<file path="config.mk">
export PLATFORM = sky130hd
export DESIGN_NAME = pong_vga_renderer
export DESIGN_NICKNAME = d
export VERILOG_FILES = /design/src/rtl/pong_vga_renderer.sv
export SDC_FILE = /design/constraint.sdc
export NUM_CORES = 1
export LEC_CHECK = 0
export ABC_AREA = 1
export BUFFER_PORTS_ARGS = -buffer_cell sky130_fd_sc_hd__clkbuf_2
export CAP_MARGIN = 0
export CORE_UTILIZATION = 59
export CTS_BUF_LIST = sky130_fd_sc_hd__clkbuf_16
export DETAILED_ROUTE_END_ITERATION = 7
export PLACE_DENSITY = 0.86
export SKIP_CTS_REPAIR_TIMING = 1
export SYNTH_ARGS = -nofsm -noshare
export SYNTH_HDL_FRONTEND = slang
export SYNTH_SLANG_ARGS = --single-unit
</file>
<file path="constraint.sdc">
create_clock -name clk -period 3.2 [get_ports clk]
set_clock_uncertainty 0.2 [all_clocks]
set_input_delay 0.32 -clock clk [delete_from_list [all_inputs] [get_ports clk]]
set_output_delay 0.32 -clock clk [all_outputs]
set_load 0.01 [all_outputs]
</file>
<file path="src/rtl/pong_vga_renderer.sv">
// pong_vga_renderer: VGA timing generator and block renderer for the pong core.
// Generates 640x480@60 timing (800x525 total) by default. The raster geometry
// is parameterised so reduced-size rasters can be built for fast simulation.
// Optional feature: define PONG_CENTER_NET_EN to draw a dashed centre net.
module pong_vga_renderer #(
  parameter int CELL_SHIFT    = 2,
  parameter int PADDLE_EXTENT = 3,
  parameter int H_ACTIVE      = 640,
  parameter int H_FRONT       = 16,
  parameter int H_SYNC        = 96,
  parameter int H_BACK        = 48,
  parameter int V_ACTIVE      = 480,
  parameter int V_FRONT       = 10,
  parameter int V_SYNC        = 2,
  parameter int V_BACK        = 33
) (
  input  logic       clk,
  input  logic       reset,
  input  logic [7:0] ball_x,
  input  logic [7:0] ball_y,
  input  logic [7:0] left_paddle_y,
  input  logic [7:0] right_paddle_y,
  output logic       hsync,
  output logic       vsync,
  output logic [1:0] red,
  output logic [1:0] green,
  output logic [1:0] blue,
  output logic       visible,
  output logic       frame_tick
);

  localparam int H_TOTAL = H_ACTIVE + H_FRONT + H_SYNC + H_BACK;
  localparam int V_TOTAL = V_ACTIVE + V_FRONT + V_SYNC + V_BACK;
  localparam int FIELD_W = H_ACTIVE >> CELL_SHIFT;
  localparam int FIELD_H = V_ACTIVE >> CELL_SHIFT;

  localparam logic [9:0] H_LAST       = 10'(H_TOTAL - 1);
  localparam logic [9:0] V_LAST       = 10'(V_TOTAL - 1);
  localparam logic [9:0] H_VIS_END    = 10'(H_ACTIVE);
  localparam logic [9:0] V_VIS_END    = 10'(V_ACTIVE);
  localparam logic [9:0] H_SYNC_START = 10'(H_ACTIVE + H_FRONT);
  localparam logic [9:0] H_SYNC_END   = 10'(H_ACTIVE + H_FRONT + H_SYNC);
  localparam logic [9:0] V_SYNC_START = 10'(V_ACTIVE + V_FRONT);
  localparam logic [9:0] V_SYNC_END   = 10'(V_ACTIVE + V_FRONT + V_SYNC);
  localparam logic [9:0] EXTENT       = 10'(PADDLE_EXTENT);
  localparam logic [9:0] RIGHT_COL    = 10'(FIELD_W - 1);
  localparam logic [9:0] FIELD_W_V    = 10'(FIELD_W);
  localparam logic [9:0] FIELD_H_V    = 10'(FIELD_H);

  typedef struct packed {
    logic [1:0] r;
    logic [1:0] g;
    logic [1:0] b;
  } rgb_t;

  localparam rgb_t RGB_BALL  = '{r: 2'b11, g: 2'b11, b: 2'b11};
  localparam rgb_t RGB_LEFT  = '{r: 2'b00, g: 2'b11, b: 2'b00};
  localparam rgb_t RGB_RIGHT = '{r: 2'b11, g: 2'b00, b: 2'b11};
  localparam rgb_t RGB_BG    = '{r: 2'b00, g: 2'b00, b: 2'b00};

  logic [9:0] hcount, vcount;
  logic [7:0] ball_x_q, ball_y_q, left_y_q, right_y_q;
  logic [9:0] cx, cy;
  logic       h_last, v_last, active, snap_take;
  logic       ball_hit, left_hit, right_hit, net_hit;
  rgb_t       pix_next;

  assign h_last    = (hcount == H_LAST);
  assign v_last    = (vcount == V_LAST);
  assign active    = (hcount < H_VIS_END) && (vcount < V_VIS_END);
  assign snap_take = (hcount == 10'd0) && (vcount == V_VIS_END);
  assign cx        = hcount >> CELL_SHIFT;
  assign cy        = vcount >> CELL_SHIFT;

  // Paddle row test in 10-bit unsigned arithmetic: rows near 0 clip, never wrap.
  function automatic logic paddle_row(input logic [9:0] row, input logic [7:0] py);
    return (row + EXTENT >= {2'b00, py}) && (row <= {2'b00, py} + EXTENT);
  endfunction

  assign ball_hit  = (cx == {2'b00, ball_x_q}) && (cy == {2'b00, ball_y_q}) &&
                     ({2'b00, ball_x_q} < FIELD_W_V) && ({2'b00, ball_y_q} < FIELD_H_V);
  assign left_hit  = (cx == 10'd0) && paddle_row(cy, left_y_q);
  assign right_hit = (cx == RIGHT_COL) && paddle_row(cy, right_y_q);

`ifdef PONG_CENTER_NET_EN
  localparam logic [9:0] NET_COL = 10'(FIELD_W / 2);
  // Dashed net: four cell rows lit, four dark.
  assign net_hit = (cx == NET_COL) && !cy[2];
`else
  assign net_hit = 1'b0;
`endif

  // Raster counters: hcount wraps every line, vcount advances on each wrap.
  // NOTE: sequential state uses non-blocking assignments so every register
  // samples pre-edge values, independent of block evaluation order.
  always_ff @(posedge clk) begin
    if (reset) begin
      hcount <= '0;
      vcount <= '0;
    end else if (h_last) begin
      hcount <= '0;
      vcount <= v_last ? 10'd0 : vcount + 10'd1;
    end else begin
      hcount <= hcount + 10'd1;
    end
  end

  // Per-frame snapshot of positions, taken on the first blanking line.
  always_ff @(posedge clk) begin
    if (reset) begin
      ball_x_q  <= '0;
      ball_y_q  <= '0;
      left_y_q  <= '0;
      right_y_q <= '0;
    end else if (snap_take) begin
      ball_x_q  <= ball_x;
      ball_y_q  <= ball_y;
      left_y_q  <= left_paddle_y;
      right_y_q <= right_paddle_y;
    end
  end

  // Colour priority: ball over paddles over net over background.
  // NOTE: pix_next gets its default first so no path leaves it unassigned,
  // which would otherwise infer a latch.
  always_comb begin
    pix_next = RGB_BG;
    if (ball_hit)       pix_next = RGB_BALL;
    else if (left_hit)  pix_next = RGB_LEFT;
    else if (right_hit) pix_next = RGB_RIGHT;
    else if (net_hit)   pix_next = '{r: 2'b01, g: 2'b01, b: 2'b01};
  end

  // Registered video outputs, all describing the same counter state.
  always_ff @(posedge clk) begin
    if (reset) begin
      hsync      <= 1'b1;
      vsync      <= 1'b1;
      visible    <= 1'b0;
      frame_tick <= 1'b0;
      red        <= '0;
      green      <= '0;
      blue       <= '0;
    end else begin
      hsync      <= !((hcount >= H_SYNC_START) && (hcount < H_SYNC_END));
      vsync      <= !((vcount >= V_SYNC_START) && (vcount < V_SYNC_END));
      visible    <= active;
      frame_tick <= snap_take;
      red        <= active ? pix_next.r : 2'b00;
      green      <= active ? pix_next.g : 2'b00;
      blue       <= active ? pix_next.b : 2'b00;
    end
  end

endmodule

</file>
==> metrics.yaml, run 1 <==
syn-num-nets: 626
synth.largest_area_cell: "dfxtp_1"
critical_path_peak_fanout: 9
setup_viol: 0
antenna_cells: 0
ys_ff_latch: 58
clk_pin_slew_worst_paths_ns: 0.06
path_buf_inv: 2
syn_avg_cell_area_sq_um: 7.01
wirelength_mm: 9.70
fin_crit_ns: 2.89
cts_buffers: 9
slowest_delay_ns: 0.47
tightest_slew_ns: 0.678
synth_cell_type_count: 35
clk_path_buf_depth: 2
core-area_sq_um: 6310
drcViolationCount: 0
grt_max_degree: 65
place_congestion: 0.951
num_rows: 29
synth_edf_count: 0
timing.fmax_ghz: 0.346
slew_headroom_pct: 54.7
initial_utilization_pct: 61.1
ant_nets: 0
period_share_pct: 90.4
finalHoldViolCount: 0
grt_pass1_vias: 3628
yosysWarningCount: 0
layout.nets: 664
synth_ff_type: "dfxtp_1"
syn_area_sq_um: 3860
firstDrtPassIters: 5
peakVddDrop_v: 0.000379
drv_slew: 0
crit_slowest_cell: "dfxtp_1"
die_h_um: 82.9
whs_ns: 0.0571
p_leak_nw: 2.02
die_w_um: 82.9
cts_root_buffer: "clkbuf_16"
ys_seq_area_share_pct: 30.1
drive_gt1_share_pct: 12.0
syn_to_final_growth_pct: 14.2
crit_family: "simple AND/OR/NAND/NOR gates"
status: "complete, no violations"
vias: 3675
rsz0062_at_grt: "no"
hold_class: "input pin to register"
synth_common_cells: "inv_1 (93), nand2_1 (93), a21oi_1 (60)"
netlist_top_cells_area: "dfxtp_1 (30%), ha_1 (14%), inv_1 (9.0%), nand2_1 (9.0%), a21oi_1 (7.8%)"
dp_hpwl_mm: 6.92
clock_latency_ns: 0.33
die_area_sq_um: 6870
tritoncts: "yes"
cts.sinks: 58
ys_async_sr_fraction_pct: 0
synth_top_area_share_pct: 30.1
drtIter0Drc: 308
syn_inst: 550
setup_tns_ns: 0
drv_cap: 0
via_per_inst: 5.49
htree_levels: 3
io_buffers: 43
crit_type: "register to register"
arrival_ns: 2.91
critPathRequiredTime_ns: 3.22
grt-ovfl-total: 0
n_fill_cell: 504
grtUsageTotal_pct: 29.8
path_cells: "inv_1 > ha_1 > nor2_1 > xor2_1 > ha_1 > nand2_1 > inv_1 > nand3b_1 > nand3_1 > nand2_1 > nand2_1 > nand2_1 > nand2_1 > nand2_1 > a21oi_1"
io_pins: 44
avgRoutedWirePerCell_um: 14.5
crit_top_cell: "nand2_1"
setup.worst_path.end_class: "register"
cp-start-kind: "register"
antenna_found_initial: 0
powerDensity_nw_per_um2: 412
grt_pass1_wl_mm: 16.5
-- cell type report --
| cell class | instances | area [sq um] | share of cell area (%) |
|---|---|---|---|
| clock buffers | 9 | 225 | 5.11 |
| clock inverters | 6 | 82.6 | 1.88 |
| inverters | 95 | 357 | 8.10 |
| multi-input cells | 376 | 2230 | 50.6 |
| flip-flops and latches | 58 | 1160 | 26.4 |
| well taps | 77 | 96.3 | 2.19 |
| repair buffers | 48 | 253 | 5.74 |
-- final timing paths --
check,start,endpoint,slack [ns],depth (start not counted)
worst max-delay path,vcount[2]$_SDFFE_PP0P_,red[0]$_SDFF_PP0_,0.31,15
worst min-delay path,right_paddle_y[4],right_y_q[4]$_SDFFE_PP0P_,0.06,3
worst max register to register,vcount[2]$_SDFFE_PP0P_,red[0]$_SDFF_PP0_,0.31,15
worst min register to register,ball_x_q[4]$_SDFFE_PP0P_,ball_x_q[4]$_SDFFE_PP0P_,0.26,2
-- cells by family (layout without fill, tap and decap cells) --
logic type	after synthesis	after routing	share of synthesized area [%]
buf+inv	116	158	12.1
xor+xnor	28	28	6.36
fa+ha+maj	42	42	13.6
compound gates	114	114	15.3
simple gates	192	192	22.5
flops	58	58	30.1
-- stage by stage --
stage,power [mW],cell area (sq um),util [%],instances,setup slack (ns)
6_report,1.82,4400,69.8,669,0.307
5_1_grt,1.86,4400,69.8,669,0.154
4_1_cts,1.82,4400,69.8,669,0.375
3_5_place_dp,0.820,4100,64.9,654,0.503
3_3_place_gp,0.818,4100,64.9,654,0.708
2_1_floorplan,0.790,3860,-,550,0.865
-- state kept, by name, indices dropped and copies added (netlist names), 8 cells and up --
signal	count
right_y_q	8
vcount	10
hcount	10
ball_y_q	8
ball_x_q	8
left_y_q	8
-- routing by layer --
| metal | vias to the layer above | track usage, % | routed length, um |
|---|---|---|---|
| li1 | 1865 | - | - |
| met4 | 0 | 16.1 | 349 |
| met1 | 1625 | 37.1 | 4280 |
| met3 | 30 | 4.67 | 588 |
| met5 | - | 0 | 0 |
| met2 | 155 | 49.5 | 4490 |
-- worst min-delay path, cell delays in order --
cell,delay [ns]
clkbuf_2,0.07
o21ai_1,0.06
a21oi_1,0.10
-- cells in the final DEF, fill, tap and decap left out, types with 5 or more instances in the layout --
cell type and instances:
nand2_1 93, inv_1 93, a21oi_1 60, dfxtp_1 58, clkbuf_2 43, ha_1 42
nor2_1 40, o21ai_1 29, nand3_1 25, xor2_1 23, o21ai_0 15, nand4_1 12
clkbuf_16 9, nor3_1 7, xnor2_1 5, buf_4 5
-- report_power, final --
part | leakage, nW | switching [mW] | total [mW] | internal (mW)
Combinational | 1.40 | 0.0377 | 0.0698 | 0.0321
Clock | 0.151 | 0.339 | 1.01 | 0.672
Sequential | 0.469 | 0.00634 | 0.735 | 0.729
Total | 2.02 | 0.383 | 1.82 | 1.43
No activity file was read; power rests on OpenSTA's default activity.
==> run 2: changes to the inputs <==
--- a/config.mk
+++ b/config.mk
@@ -8,10 +8,13 @@
 export ABC_AREA = 1
 export BUFFER_PORTS_ARGS = -buffer_cell sky130_fd_sc_hd__clkbuf_2
 export CAP_MARGIN = 0
-export CORE_UTILIZATION = 59
+export CELL_PAD_IN_SITES_DETAIL_PLACEMENT = 1
+export CELL_PAD_IN_SITES_GLOBAL_PLACEMENT = 1
+export CORE_UTILIZATION = 43
 export CTS_BUF_LIST = sky130_fd_sc_hd__clkbuf_16
 export DETAILED_ROUTE_END_ITERATION = 7
-export PLACE_DENSITY = 0.86
+export PLACE_DENSITY = 0.87
+export RECOVER_POWER = 100
 export SKIP_CTS_REPAIR_TIMING = 1
 export SYNTH_ARGS = -nofsm -noshare
 export SYNTH_HDL_FRONTEND = slang
==> metrics.yaml, run 2 (synthesized netlist as in run 1, its figures left out) <==
power_mw: 1.75  # -3.4%
clk_path_buf_depth: 2  # unchanged
firstDrtPassIters: 4  # -1
wirelength_mm: 11.6  # +20%
antenna_found_initial: 0  # unchanged
reg_top3: "hcount x10, vcount x10"
clk_pin_slew_worst_paths_ns: 0.06  # about the same
grt_max_degree: 35  # -46%
grt_pass1_wl_mm: 19.5  # +19%
setup.worst_path.end_class: "register"
cts.sinks: 58  # unchanged
drv_cap: 0  # unchanged
avgRoutedWirePerCell_um: 16.5  # +14%
timing.fmax_ghz: 0.349  # +0.94%
syn_to_final_growth_pct: 14.3
fin_cells: 703  # +5.1%
critical_path_peak_fanout: 6  # -3
grt_pass1_vias: 4090  # +13%
peakVddDrop_v: 0.000234  # -38%
switching_share_pct: 23.0  # +1.9 points
layout.nets: 666  # +0.30%
tightest_slew_ns: 0.662  # -0.0159 ns
num_rows: 34  # +17%
finish.utilization_pct: 50.6  # -19 points
min_delay_path_depth: 3  # unchanged
die_h_um: 96.7  # +17%
p_clk_share_pct: 54.2  # -1.5 points
period_share_pct: 89.6  # -0.84 points
grt-ovfl-total: 0  # unchanged
htree_levels: 3  # unchanged
ant_nets: 0  # unchanged
p_seq_share_pct: 41.9  # +1.4 points
power.internal_mw: 1.35  # -5.7%
tritoncts: "yes"
mostFrequentLayoutCell: "inv_1"
p_leak_nw: 1.99  # -1.7%
clock_latency_ns: 0.33  # about the same
cp-start-kind: "register"
comb_power_share_pct: 3.9  # about the same
arrival_ns: 2.93  # +0.02 ns
initial_utilization_pct: 44.2  # -17 points
fin_crit_ns: 2.87  # -0.0268 ns
dp_cells: 687  # +5.0%
place_congestion: 0.902  # -5.1%
die_w_um: 96.7  # +17%
drive_gt1_share_pct: 9.92  # -2.1 points
slew_headroom_pct: 55.8  # +1.1 points
layout_common_cells: "inv_1 (94), nand2_1 (93), a21oi_1 (60), dfxtp_1 (58)"
cts_root_buffer: "clkbuf_16"
hold_class: "input pin to register"
crit_type: "register to register"
drtIter0Drc: 200  # -35%
dp_hpwl_mm: 8.67  # +25%
net-switching-power_mw: 0.403  # +5.2%
finalHoldViolCount: 0  # unchanged
rsz0062_at_grt: "no"
die_area_sq_um: 9350  # +36%
io_buffers: 43  # unchanged
setup_tns_ns: 0  # unchanged
core-area_sq_um: 8720  # +38%
via_per_inst: 5.37  # -2.2%
drv_slew: 0  # unchanged
io_pins: 44  # unchanged
grtUsageTotal_pct: 26.1  # -3.8 points
cts_buffers: 9  # unchanged
status: "complete, no violations"
powerDensity_nw_per_um2: 398  # -3.6%
antenna_cells: 0  # unchanged
reg2regPathDepth: 13  # -2
setup_viol: 0  # unchanged
vias: 3777  # +2.8%
critPathRequiredTime_ns: 3.26  # +0.04 ns
drcViolationCount: 0  # unchanged
[run 2: cell types whose count changed in the layout (fill, tap and decap cells not counted), moves of 2 or more]
cell,change
o21ai_1,-27
clkbuf_2,-8
clkinv_2,-2
clkbuf_1,+10
o21ai_0,+27
clkinv_1,+2
[run 2: critical path, stage by stage, from the launching register on]
cell     delay (ns)
dfxtp_1        0.54
nand2_1        0.21
inv_1          0.16
nand2_1        0.13
nor2_1         0.27
nand2_1        0.13
xnor2_1        0.19
ha_1           0.35
nand2_1        0.08
nor2_1         0.14
nand3_1        0.09
nand4_1        0.10
nand3_1        0.07
a21oi_1        0.13
[run 2: worst paths after layout]
path                             from                       end  slack, ns
max reg2reg    vcount[7]$_SDFFE_PP0P_       green[0]$_SDFF_PP0_       0.33
min reg2reg  ball_x_q[1]$_SDFFE_PP0P_  ball_x_q[1]$_SDFFE_PP0P_       0.26
min                  left_paddle_y[2]  left_y_q[2]$_SDFFE_PP0P_       0.06
max            vcount[7]$_SDFFE_PP0P_       green[0]$_SDFF_PP0_       0.33
[run 2: area by class of cell]
cell class                 instances  area, sq um
fill                            1137         4310
multi-input combinational        376         2220
sequential                        58         1160
inverter                          95          357
timing repair buffer              50          250
clock buffer                       9          225
tap                              108          135
clock inverter                     7         61.3
[run 2: routing by layer]
metal	track usage, %	up-vias	routed length [um]
li1	-	1870	-
met1	30.4	1796	4900
met2	48.3	87	6030
met3	3.03	24	468
met4	10.1	0	240
met5	0	-	0
[run 2: stage by stage]
step	cell area (sq um)	setup slack (ns)	hold slack [ns]
floorplan	3860	0.865	0.230
global placement	4150	0.422	0.243
detailed placement	4150	0.390	0.252
CTS	4440	0.357	0.0522
global route	4410	0.0669	0.0756
finish	4410	0.334	0.0579
[run 2: power groups by stage]
stage                     clock network [mW]  registers, mW  logic, mW
after CTS                              0.962          0.734     0.0738
after floorplan                            0          0.750     0.0401
after global routing                   0.986          0.735     0.0780
after detailed placement                   0          0.750     0.0728
final                                  0.950          0.734     0.0685
after global placement                     0          0.749     0.0707
==> run 3: changes to the inputs <==
--- a/config.mk
+++ b/config.mk
@@ -11,8 +11,8 @@
 export CELL_PAD_IN_SITES_DETAIL_PLACEMENT = 1
 export CELL_PAD_IN_SITES_GLOBAL_PLACEMENT = 1
 export CORE_UTILIZATION = 43
-export CTS_BUF_LIST = sky130_fd_sc_hd__clkbuf_16
 export DETAILED_ROUTE_END_ITERATION = 7
+export HOLD_SLACK_MARGIN = 0.06
 export PLACE_DENSITY = 0.87
 export RECOVER_POWER = 100
 export SKIP_CTS_REPAIR_TIMING = 1
==> metrics.yaml, run 3 (synthesized netlist as in run 1, its figures left out) <==
finalHoldViolCount: 0  # unchanged
p_seq_share_pct: 47.8  # +5.9 points
antenna_found_initial: 0  # unchanged
drtIter0Drc: 134  # -33%
io_pins: 44  # unchanged
syn_to_final_growth_pct: 13.8
period_share_pct: 89.1  # -0.43 points
slew_headroom_pct: 55.8  # about the same
whs_ns: 0.0483  # -0.00957 ns
die_h_um: 96.7  # unchanged
path_cells: "nand2_1 > inv_1 > nand2_1 > nor2_1 > nand2_1 > xnor2_1 > ha_1 > nand2_1 > nor2_1 > nand3_1 > nand4_1 > nand3_1 > a21oi_1"
status: "complete, no violations"
final_cell_area_sq_um: 4390  # -0.48%
critical_path_peak_fanout: 6  # unchanged
antenna_cells: 0  # unchanged
drv_slew: 0  # unchanged
placed_area_sq_um: 4150  # unchanged
avgRoutedWirePerCell_um: 16.0  # -3.1%
crit_slowest_cell: "dfxtp_1"
rsz0062_at_grt: "no"
clk_pin_slew_worst_paths_ns: 0.08  # +0.02 ns
setup_slack_ns: 0.348  # +0.0138 ns
whs_endpoint: "right_y_q[1]$_SDFFE_PP0P_"
grt-ovfl-total: 0  # unchanged
grt_pass1_wl_mm: 19.0  # -3.0%
setup.worst_path.end_class: "register"
powerDensity_nw_per_um2: 350  # -12%
critPathRequiredTime_ns: 3.28  # +0.02 ns
drive_gt1_share_pct: 10.1  # +0.23 points
cts_root_buffer: "clkbuf_8"
power.internal_mw: 1.16  # -14%
reg2regPathDepth: 13  # unchanged
reg2reg_from: "vcount[7]$_SDFFE_PP0P_"
comb_power_share_pct: 4.8  # +0.9 points
io_buffers: 43  # unchanged
vias: 3732  # -1.2%
layout.nets: 672  # +0.90%
switching_share_pct: 24.3  # +1.3 points
reg_top3: "hcount x10, vcount x10"
cts.sinks: 58  # unchanged
drcViolationCount: 0  # unchanged
clock_latency_ns: 0.35  # +0.02 ns
cp-start-kind: "register"
die_w_um: 96.7  # unchanged
slowest_delay_ns: 0.54  # about the same
timing.fmax_ghz: 0.351  # +0.48%
r2r_end: "green[0]$_SDFF_PP0_"
grt_pass1_vias: 3999  # -2.2%
clk_path_buf_depth: 2  # unchanged
hp-start: "right_paddle_y[1]"
min_delay_path_depth: 3  # unchanged
n_fill_cell: 1146  # +0.79%
crit_type: "register to register"
fin_crit_ns: 2.85  # -0.0138 ns
p_clk_share_pct: 47.4  # -6.8 points
core-area_sq_um: 8720  # unchanged
setup_tns_ns: 0  # unchanged
grtUsageTotal_pct: 25.3  # -0.80 points
r2r_setup_slack_ns: 0.35  # about the same
via_per_inst: 5.26  # -2.0%
cts_buffers: 9  # unchanged
dpl_worst_slack_ns: 0.390  # unchanged
crit_top_cell: "nand2_1"
hold_class: "input pin to register"
arrival_ns: 2.93  # about the same
net-switching-power_mw: 0.373  # -7.5%
firstDrtPassIters: 4  # unchanged
power_mw: 1.54  # -12%
grt_max_degree: 35  # unchanged
tightest_slew_ns: 0.662  # +0.0000701 ns
setup_viol: 0  # unchanged
die_area_sq_um: 9350  # unchanged
layout_common_cells: "nand2_1 (93), inv_1 (93), a21oi_1 (60), dfxtp_1 (58)"
wirelength_mm: 11.4  # -2.3%
peakVddDrop_v: 0.000241  # +3.1%
dp_hpwl_mm: 8.67  # unchanged
tritoncts: "yes"
initial_utilization_pct: 44.2  # unchanged
p_leak_nw: 1.98  # -0.71%
place_congestion: 0.902  # unchanged
htree_levels: 3  # unchanged
drv_cap: 0  # unchanged
ant_nets: 0  # unchanged
num_rows: 34  # unchanged
[run 3: per-layer routing]
metal	global-route usage (%)	wire, um	vias to the layer above
met5	0	0	-
met4	8.84	180	0
met2	45.9	5880	78
met3	3.83	427	15
met1	30.1	4880	1761
li1	-	-	1878
[run 3: per-stage QoR]
stage                     instances  util (%)
after floorplan                 550         -
after global placement          687      47.6
after detailed placement        687      47.6
after CTS                       703      49.9
after global routing            709      50.3
final                           709      50.3
[run 3: worst max-delay path by stage]
| stage | from | to | slack [ns] | cells after the start |
|---|---|---|---|---|
| floorplan | vcount[2]$_SDFFE_PP0P_ | red[0]$_SDFF_PP0_ | 0.87 | 15 |
| CTS | vcount[7]$_SDFFE_PP0P_ | green[0]$_SDFF_PP0_ | 0.36 | 13 |
| global placement | vcount[7]$_SDFFE_PP0P_ | green[0]$_SDFF_PP0_ | 0.42 | 12 |
| detailed placement | vcount[7]$_SDFFE_PP0P_ | green[0]$_SDFF_PP0_ | 0.39 | 13 |
| finish | vcount[7]$_SDFFE_PP0P_ | green[0]$_SDFF_PP0_ | 0.35 | 13 |
| global route | vcount[7]$_SDFFE_PP0P_ | green[0]$_SDFF_PP0_ | 0.07 | 13 |
[run 3: critical path, delay by kind of cell, from the launching register on]
| family | cells | cell delay [ns] |
|---|---|---|
| buffers and inverters | 1 | 0.16 |
| and+or+nand+nor | 9 | 1.20 |
| DFF | 1 | 0.54 |
| adders and majority gates | 1 | 0.35 |
| xor gates and xnor gates | 1 | 0.19 |
| AOI/OAI and AO/OA | 1 | 0.13 |
[run 3: area by class of cell]
cell class / count / area [sq um] / share of cell area, %
timing repair buffer: 56 / 310 / 7.07
multi-input combinational: 376 / 2220 / 50.6
clock buffer: 12 / 155 / 3.53
tap: 108 / 135 / 3.08
clock inverter: 4 / 50.0 / 1.14
inverter: 95 / 357 / 8.12
sequential: 58 / 1160 / 26.5
[run 3: power groups by stage]
| stage | Combinational (mW) | Clock (mW) | Sequential [mW] |
|---|---|---|---|
| 2_1_floorplan | 0.0401 | 0 | 0.750 |
| 3_3_place_gp | 0.0707 | 0 | 0.749 |
| 3_5_place_dp | 0.0728 | 0 | 0.750 |
| 4_1_cts | 0.0733 | 0.738 | 0.733 |
| 5_1_grt | 0.0839 | 0.764 | 0.734 |
| 6_report | 0.0741 | 0.728 | 0.733 |
